`src/rtl/mem_access_stage_pkg.sv`:
```
`default_nettype none
// ============================================================================
// Module   : mem_access_stage_pkg
// Purpose  : Shared encodings for the RV32I MEM stage: funct3 access-size
//            codes, writeback-select encodings, MEM FSM state type and a
//            funct3 legality helper.
// Ports    : none (package)
// Revision : 1.0 - initial release
// ============================================================================
package mem_access_stage_pkg;

  // funct3 access-size / sign codes
  localparam logic [2:0] c_F3_B  = 3'b000;
  localparam logic [2:0] c_F3_H  = 3'b001;
  localparam logic [2:0] c_F3_W  = 3'b010;
  localparam logic [2:0] c_F3_BU = 3'b100;
  localparam logic [2:0] c_F3_HU = 3'b101;

  // Writeback select encodings (passed through this stage)
  localparam logic [1:0] c_WB_MEM = 2'd0;
  localparam logic [1:0] c_WB_ALU = 2'd1;
  localparam logic [1:0] c_WB_PC4 = 2'd2;

  typedef enum logic [0:0] {
    ST_IDLE = 1'b0,
    ST_BUSY = 1'b1
  } mem_state_t;

  // Unsigned-size codes exist only for loads; stores accept B/H/W only.
  function automatic logic f3_legal(input logic [2:0] f3, input logic is_store);
    logic ok;
    ok = 1'b0;
    case (f3)
      c_F3_B, c_F3_H, c_F3_W: ok = 1'b1;
      c_F3_BU, c_F3_HU:       ok = ~is_store;
      default:                ok = 1'b0;
    endcase
    return ok;
  endfunction

endpackage
`default_nettype wire

```
`src/rtl/mem_access_stage_load_store_align.sv`:
```
`default_nettype none
// ============================================================================
// Module   : load_store_align
// Purpose  : Combinational load/store lane alignment for the MEM stage.
// Ports    : i_funct3    access size/sign code
//            i_addr      byte offset within the word
//            i_is_store  1 = store, 0 = load
//            i_sdata     store data (rs2)
//            i_rdata     read word from data memory
//            o_be        byte enables
//            o_wdata     lane-replicated store data
//            o_load_data selected and extended load result
//            o_bad       misaligned address or illegal funct3
// Revision : 1.0 - initial release
// ============================================================================
module load_store_align
  import mem_access_stage_pkg::*;
(
  input  logic [2:0]  i_funct3,
  input  logic [1:0]  i_addr,
  input  logic        i_is_store,
  input  logic [31:0] i_sdata,
  input  logic [31:0] i_rdata,
  output logic [3:0]  o_be,
  output logic [31:0] o_wdata,
  output logic [31:0] o_load_data,
  output logic        o_bad
);

  logic [7:0]  w_byte;
  logic [15:0] w_half;
  logic        w_misaligned;

  always_comb begin
    w_byte = i_rdata[7:0];
    case (i_addr)
      2'd0:    w_byte = i_rdata[7:0];
      2'd1:    w_byte = i_rdata[15:8];
      2'd2:    w_byte = i_rdata[23:16];
      default: w_byte = i_rdata[31:24];
    endcase
    w_half = i_addr[1] ? i_rdata[31:16] : i_rdata[15:0];
  end

  always_comb begin
    o_be         = 4'b0000;
    o_wdata      = i_sdata;
    o_load_data  = 32'h0;
    w_misaligned = 1'b0;
    case (i_funct3)
      c_F3_B, c_F3_BU: begin
        o_be        = 4'b0001 << i_addr;
        o_wdata     = {4{i_sdata[7:0]}};
        o_load_data = (i_funct3 == c_F3_B) ? {{24{w_byte[7]}}, w_byte}
                                           : {24'h0, w_byte};
      end
      c_F3_H, c_F3_HU: begin
        o_be         = 4'b0011 << {i_addr[1], 1'b0};
        o_wdata      = {2{i_sdata[15:0]}};
        o_load_data  = (i_funct3 == c_F3_H) ? {{16{w_half[15]}}, w_half}
                                            : {16'h0, w_half};
        w_misaligned = i_addr[0];
      end
      c_F3_W: begin
        o_be         = 4'hF;
        o_load_data  = i_rdata;
        w_misaligned = (i_addr != 2'b00);
      end
      default: begin
        o_be = 4'b0000;
      end
    endcase
    o_bad = w_misaligned | ~f3_legal(i_funct3, i_is_store);
  end

endmodule
`default_nettype wire

```
`src/rtl/mem_access_stage.sv`:
```
`default_nettype none
// ============================================================================
// Module   : mem_access_stage
// Purpose  : RV32I MEM stage: EX/MEM pipeline register, load/store alignment
//            and a req/ack data-memory handshake with a stall FSM and timeout.
// Ports    : clk, rst_n (sync, active-low)
//            ex_*        instruction fields from the execute unit
//            dmem_ack/dmem_rdata   memory response
//            mem_*       registered stage outputs, stall and fault flags
//            dmem_*      memory request (req/we/addr/wdata/be)
// Revision : 1.0 - initial release
// ============================================================================
module mem_access_stage
  import mem_access_stage_pkg::*;
#(
  parameter int TIMEOUT = 16
)(
  input  logic        clk,
  input  logic        rst_n,
  input  logic        ex_valid,
  input  logic [31:0] ex_ALU_out,
  input  logic [31:0] ex_DataB,
  input  logic [31:0] ex_pc4,
  input  logic [4:0]  ex_rd,
  input  logic        ex_RegWEn,
  input  logic        ex_MemEn,
  input  logic        ex_MemRW,
  input  logic [2:0]  ex_funct3,
  input  logic [1:0]  ex_WBSel,
  input  logic        dmem_ack,
  input  logic [31:0] dmem_rdata,
  output logic        mem_valid,
  output logic [31:0] mem_ALU_out,
  output logic [31:0] mem_pc4,
  output logic [4:0]  mem_rd,
  output logic        mem_RegWEn,
  output logic [1:0]  mem_WBSel,
  output logic [31:0] mem_load_data,
  output logic        mem_stall,
  output logic        mem_fault,
  output logic        mem_bus_err,
  output logic        dmem_req,
  output logic        dmem_we,
  output logic [31:0] dmem_addr,
  output logic [31:0] dmem_wdata,
  output logic [3:0]  dmem_be
);

  localparam int                 c_CNT_W    = (TIMEOUT > 1) ? $clog2(TIMEOUT) : 1;
  localparam logic [c_CNT_W-1:0] c_CNT_LAST = c_CNT_W'(TIMEOUT - 1);

  mem_state_t         r_state, w_state_nxt;
  logic [c_CNT_W-1:0] r_cnt;
  logic               w_timeout;
  logic               w_busy;

  logic        r_valid, r_regwen, r_we, r_fault, r_bus_err;
  logic [31:0] r_alu, r_pc4, r_wdata, r_load;
  logic [4:0]  r_rd;
  logic [2:0]  r_funct3;
  logic [1:0]  r_wbsel;
  logic [3:0]  r_be;

  logic [2:0]  w_al_f3;
  logic [1:0]  w_al_addr;
  logic        w_al_store;
  logic [3:0]  w_al_be;
  logic [31:0] w_al_wdata, w_al_load;
  logic        w_al_bad;

  assign w_busy = (r_state == ST_BUSY);

  // One aligner serves both phases: in IDLE it checks the incoming EX
  // instruction (fault, be, wdata are captured), in BUSY it decodes the held
  // access so the returning read word can be aligned.
  assign w_al_f3    = w_busy ? r_funct3   : ex_funct3;
  assign w_al_addr  = w_busy ? r_alu[1:0] : ex_ALU_out[1:0];
  assign w_al_store = w_busy ? r_we       : ex_MemRW;

  load_store_align u_align (
    .i_funct3    (w_al_f3),
    .i_addr      (w_al_addr),
    .i_is_store  (w_al_store),
    .i_sdata     (ex_DataB),
    .i_rdata     (dmem_rdata),
    .o_be        (w_al_be),
    .o_wdata     (w_al_wdata),
    .o_load_data (w_al_load),
    .o_bad       (w_al_bad)
  );

  always_ff @(posedge clk) begin
    if (!rst_n) r_state <= ST_IDLE;
    else        r_state <= w_state_nxt;
  end

  always_comb begin
    w_state_nxt = r_state;
    w_timeout   = 1'b0;
    case (r_state)
      ST_IDLE: begin
        // IDLE is exactly when the register captures, so decode from ex_*.
        if (ex_valid && ex_MemEn && !w_al_bad) w_state_nxt = ST_BUSY;
      end
      ST_BUSY: begin
        if (dmem_ack) begin
          w_state_nxt = ST_IDLE;
        end else if ((TIMEOUT != 0) && (r_cnt == c_CNT_LAST)) begin
          w_state_nxt = ST_IDLE;
          w_timeout   = 1'b1;
        end
      end
      default: w_state_nxt = ST_IDLE;
    endcase
  end

  always_ff @(posedge clk) begin
    if (!rst_n || !w_busy) r_cnt <= '0;
    else if (!dmem_ack)    r_cnt <= r_cnt + 1'b1;
  end

  always_ff @(posedge clk) begin
    if (!rst_n) begin
      r_valid   <= 1'b0;
      r_alu     <= '0;
      r_pc4     <= '0;
      r_rd      <= '0;
      r_regwen  <= 1'b0;
      r_we      <= 1'b0;
      r_funct3  <= '0;
      r_wbsel   <= '0;
      r_be      <= '0;
      r_wdata   <= '0;
      r_load    <= '0;
      r_fault   <= 1'b0;
      r_bus_err <= 1'b0;
    end else if (!w_busy) begin
      r_valid   <= ex_valid;
      r_alu     <= ex_ALU_out;
      r_pc4     <= ex_pc4;
      r_rd      <= ex_rd;
      r_regwen  <= ex_valid & ex_RegWEn & ~(ex_MemEn & w_al_bad);
      r_we      <= ex_MemRW;
      r_funct3  <= ex_funct3;
      r_wbsel   <= ex_WBSel;
      r_be      <= w_al_be;
      r_wdata   <= w_al_wdata;
      r_load    <= '0;
      r_fault   <= ex_valid & ex_MemEn & w_al_bad;
      r_bus_err <= 1'b0;
    end else if (dmem_ack) begin
      r_load <= r_we ? 32'h0 : w_al_load;
    end else if (w_timeout) begin
      r_bus_err <= 1'b1;
      r_regwen  <= 1'b0;
    end
  end

  assign mem_valid     = r_valid;
  assign mem_ALU_out   = r_alu;
  assign mem_pc4       = r_pc4;
  assign mem_rd        = r_rd;
  assign mem_RegWEn    = r_regwen;
  assign mem_WBSel     = r_wbsel;
  assign mem_load_data = r_load;
  assign mem_stall     = w_busy;
  assign mem_fault     = r_fault;
  assign mem_bus_err   = r_bus_err;

  // Request-side outputs are quiet outside BUSY.
  assign dmem_req   = w_busy;
  assign dmem_we    = w_busy & r_we;
  assign dmem_addr  = {r_alu[31:2], 2'b00};
  assign dmem_wdata = w_busy ? r_wdata : 32'h0;
  assign dmem_be    = w_busy ? r_be : 4'h0;

endmodule
`default_nettype wire

```
`config.mk`:
```
export PLATFORM = sky130hd
export DESIGN_NAME = mem_access_stage
export DESIGN_NICKNAME = d
export VERILOG_FILES = /design/src/rtl/mem_access_stage_pkg.sv /design/src/rtl/mem_access_stage_load_store_align.sv /design/src/rtl/mem_access_stage.sv
export SDC_FILE = /design/constraint.sdc
export NUM_CORES = 1
export LEC_CHECK = 0
export CORE_ASPECT_RATIO = 1.75
export CORE_MARGIN = 2
export CORE_UTILIZATION = 40
export DETAILED_ROUTE_END_ITERATION = 8
export HOLD_SLACK_MARGIN = 0.08
export PLACE_DENSITY = 0.77
export SYNTH_ARGS = -nofsm -noshare
export SYNTH_HDL_FRONTEND = slang
export SYNTH_SLANG_ARGS = --single-unit
export TNS_END_PERCENT = 20
```
`constraint.sdc`:
```
create_clock -name clk -period 2 [get_ports clk]
set_input_delay 0.3 -clock clk [delete_from_list [all_inputs] [get_ports clk]]
set_output_delay 0.3 -clock clk [all_outputs]
set_load 0.03 [all_outputs]
```
==> metrics.yaml <==
die_w_um: 106
reg2reg_depth: 5
root_buffer: "clkbuf_16"
slew_viol_final: 0
hold-path-cell-count: 3
power_mw: 8.58
ios: 323
fmax_ghz: 0.525
dr.pass1.iters: 7
cts_tree: "done"
ys_types: 55
antenna_found_initial: 0
min_period_ns: 1.90
drt_iter0_markers: 251
drt-wirelength-per-cell_um: 18.7
fin_util: 0.640
gp_congestion: 0.895
fin_nets: 1240
cts_buffers: 17
routed_wl_um: 25000
fin_crit_sh: 0.951
grt.overflow.total: 0
dpl.hpwl_um: 19000
ir_worst_vdd_v: 0.000606
path_max_fanout: 17
synth_cells: 786
die_y_um: 183
final_cell_area_mm2: 0.0115
setup-tns-final_ns: 0
worst_pin_slew_ns: 0.604
postCtsHoldBufs: 0
coreArea_mm2: 0.0180
cts.sinks: 152
insertion_delay_ns: 0.42
clkTransAtPathRegs_ns: 0.06
grt_pass1_wl_um: 38500
hold_violations: 0
relSlewSlack: 0.597
vias: 6946
vias_per_cell: 5.18
htreeDepth: 4
start_util: 0.407
outcome: "finished, final reports clean"
drcViolationCount: 0
dieArea_mm2: 0.0194
ys.flop_type: "dfxtp_1"
rsz0062_at_grt: "false"
dpl-instance-area_mm2: 0.0108
required_ns: 1.70
ys_ff_latch: 152
grt_pass1_vias: 7148
seq_area_frac_synth: 0.416
maxCapViolCount: 0
async_reset_ff_frac: 0
final_cells: 1341
p_leak_nw: 4.30
endpoint_kind: "primary output"
fin_skew_ns: 0.00986
drive_above_1_share: 0.136
syn_avg_cell_area_um2: 9.30
grt_max_degree: 75
dp.cells: 1306
hold_class: "in -> reg"
crit_type: "reg -> out"
p_per_area_mw_per_mm2: 745
startpoint_type: "flop"
arrival_ns: 1.60
area_growth_syn_to_layout_pct: 57.4
num_antenna_cells: 0
ant_nets: 0
synth_edf_count: 0
io_buffers: 320
yosysWarnings: 0
clockBufferDepth: 2
setup_violations: 0
track_usage: 0.255
core.rowCount: 65
synthesis.area_mm2: 0.00731
## cells in the mapped netlist, types with 3 or more instances
master | n | share of area
clkbuf_1 | 29 | 0.015
dfxtp_1 | 152 | 0.42
nand3_1 | 5 | 0.0034
a21oi_1 | 23 | 0.016
o211ai_1 | 7 | 0.0072
o221ai_1 | 3 | 0.0036
o2bb2ai_1 | 9 | 0.011
buf_2 | 12 | 0.0082
nand2b_1 | 8 | 0.0068
mux2i_1 | 87 | 0.12
o21ai_0 | 14 | 0.0096
a21o_1 | 20 | 0.021
a222oi_1 | 13 | 0.018
a221oi_1 | 4 | 0.0048
a221oi_2 | 9 | 0.018
buf_4 | 46 | 0.047
nand2_1 | 78 | 0.040
and2_1 | 39 | 0.033
a211o_1 | 3 | 0.0036
o21a_1 | 27 | 0.028
o22ai_1 | 5 | 0.0043
nor2b_1 | 86 | 0.074
nor2_1 | 41 | 0.021
a31oi_1 | 16 | 0.014
nor3_1 | 4 | 0.0027
a22oi_1 | 6 | 0.0062
## metal layers
layer / routed length (um) / up-vias / track usage / part of all wire
met5: 0 / - / 0 / 0
met4: 1430 / 0 / 0.159 / 0.057
met3: 1530 / 77 / 0.0611 / 0.061
met2: 12900 / 279 / 0.448 / 0.52
met1: 9160 / 3254 / 0.271 / 0.37
li1: - / 3336 / - / -
## cells by family after synthesis
| logic type | after synthesis | synth area share |
|---|---|---|
| AOI/OAI and AO/OA | 170 | 0.179 |
| xor gates and xnor gates | 3 | 0.00359 |
| adders and majority gates | 1 | 0.00171 |
| buffers and inverters | 95 | 0.0765 |
| DFF | 152 | 0.416 |
| muxes | 91 | 0.128 |
| other | 1 | 0.000513 |
| and+or+nand+nor | 273 | 0.194 |
## critical path, cell delays in order, from the launching register on
cell and delay [ns]:
dfxtp_4 0.44, buf_4 0.22, buf_16 0.18, and2_1 0.19, buf_12 0.13
## through the flow
step                      worst slack (ns)  hold WS (ns)
after global routing               0.00453         0.244
after floorplan                     0.0221         0.446
after global placement              -0.291         0.461
final                               0.0970         0.245
after detailed placement            -0.302         0.472
after CTS                           0.0521         0.222
## report_power, final
part           switching [mW]  total, mW  internal [mW]  leakage [nW]
combinational           0.822       1.63          0.813          2.72
sequential             0.0911       3.27           3.18          1.26
clock                    1.29       3.67           2.38         0.322
## layout make-up
class                           count  area (um2)
Multi-Input combinational cell    540        3720
Clock buffer                       21         450
Inverter                            4        15.0
Sequential cell                   152        3050
Clock inverter                     11         219
Tap cell                          234         293
Timing Repair Buffer              379        3770
Fill cell                        1497        6470
## placed cells by master, fill, tap and decap left out, drive strengths merged, types with 14 or more instances in the layout
cell | netlist | routed
clkdlybuf4s50 | 0 | 280
dfxtp | 152 | 152
buf | 62 | 98
mux2i | 89 | 89
nor2b | 86 | 86
nand2 | 79 | 79
nor2 | 41 | 41
and2 | 39 | 39
o21a | 27 | 27
a21oi | 23 | 23
clkbuf | 29 | 21
a21o | 20 | 20
a31oi | 17 | 17
o21ai | 14 | 14
## repair_timing
item	4_1_cts	5_1_grt
setup endpoints to repair	4	4
pin swaps	0	2
gates resized for setup	4	0
cloned	1	0
setup buffers	0	2
## registers in the layout, indices dropped and copies added, names as in the netlist, 2 cells and up
name,cells
r_cnt,4
r_wdata,32
r_funct3,3
mem_load_data,32
r_be,4
mem_ALU_out,32
mem_rd,5
mem_pc4,32
mem_WBSel,2
## final timing paths
| kind | startpoint | endpoint | slack, ns |
|---|---|---|---|
| worst max-delay path | dmem_req | dmem_be[0] | 0.1 |
| worst max register to register | dmem_req | mem_load_data[15] | 0.1 |
| worst min register to register | mem_fault | mem_fault | 0.48 |
| worst min-delay path | rst_n | r_be[2] | 0.25 |
Power figures use the tool's default switching activity.
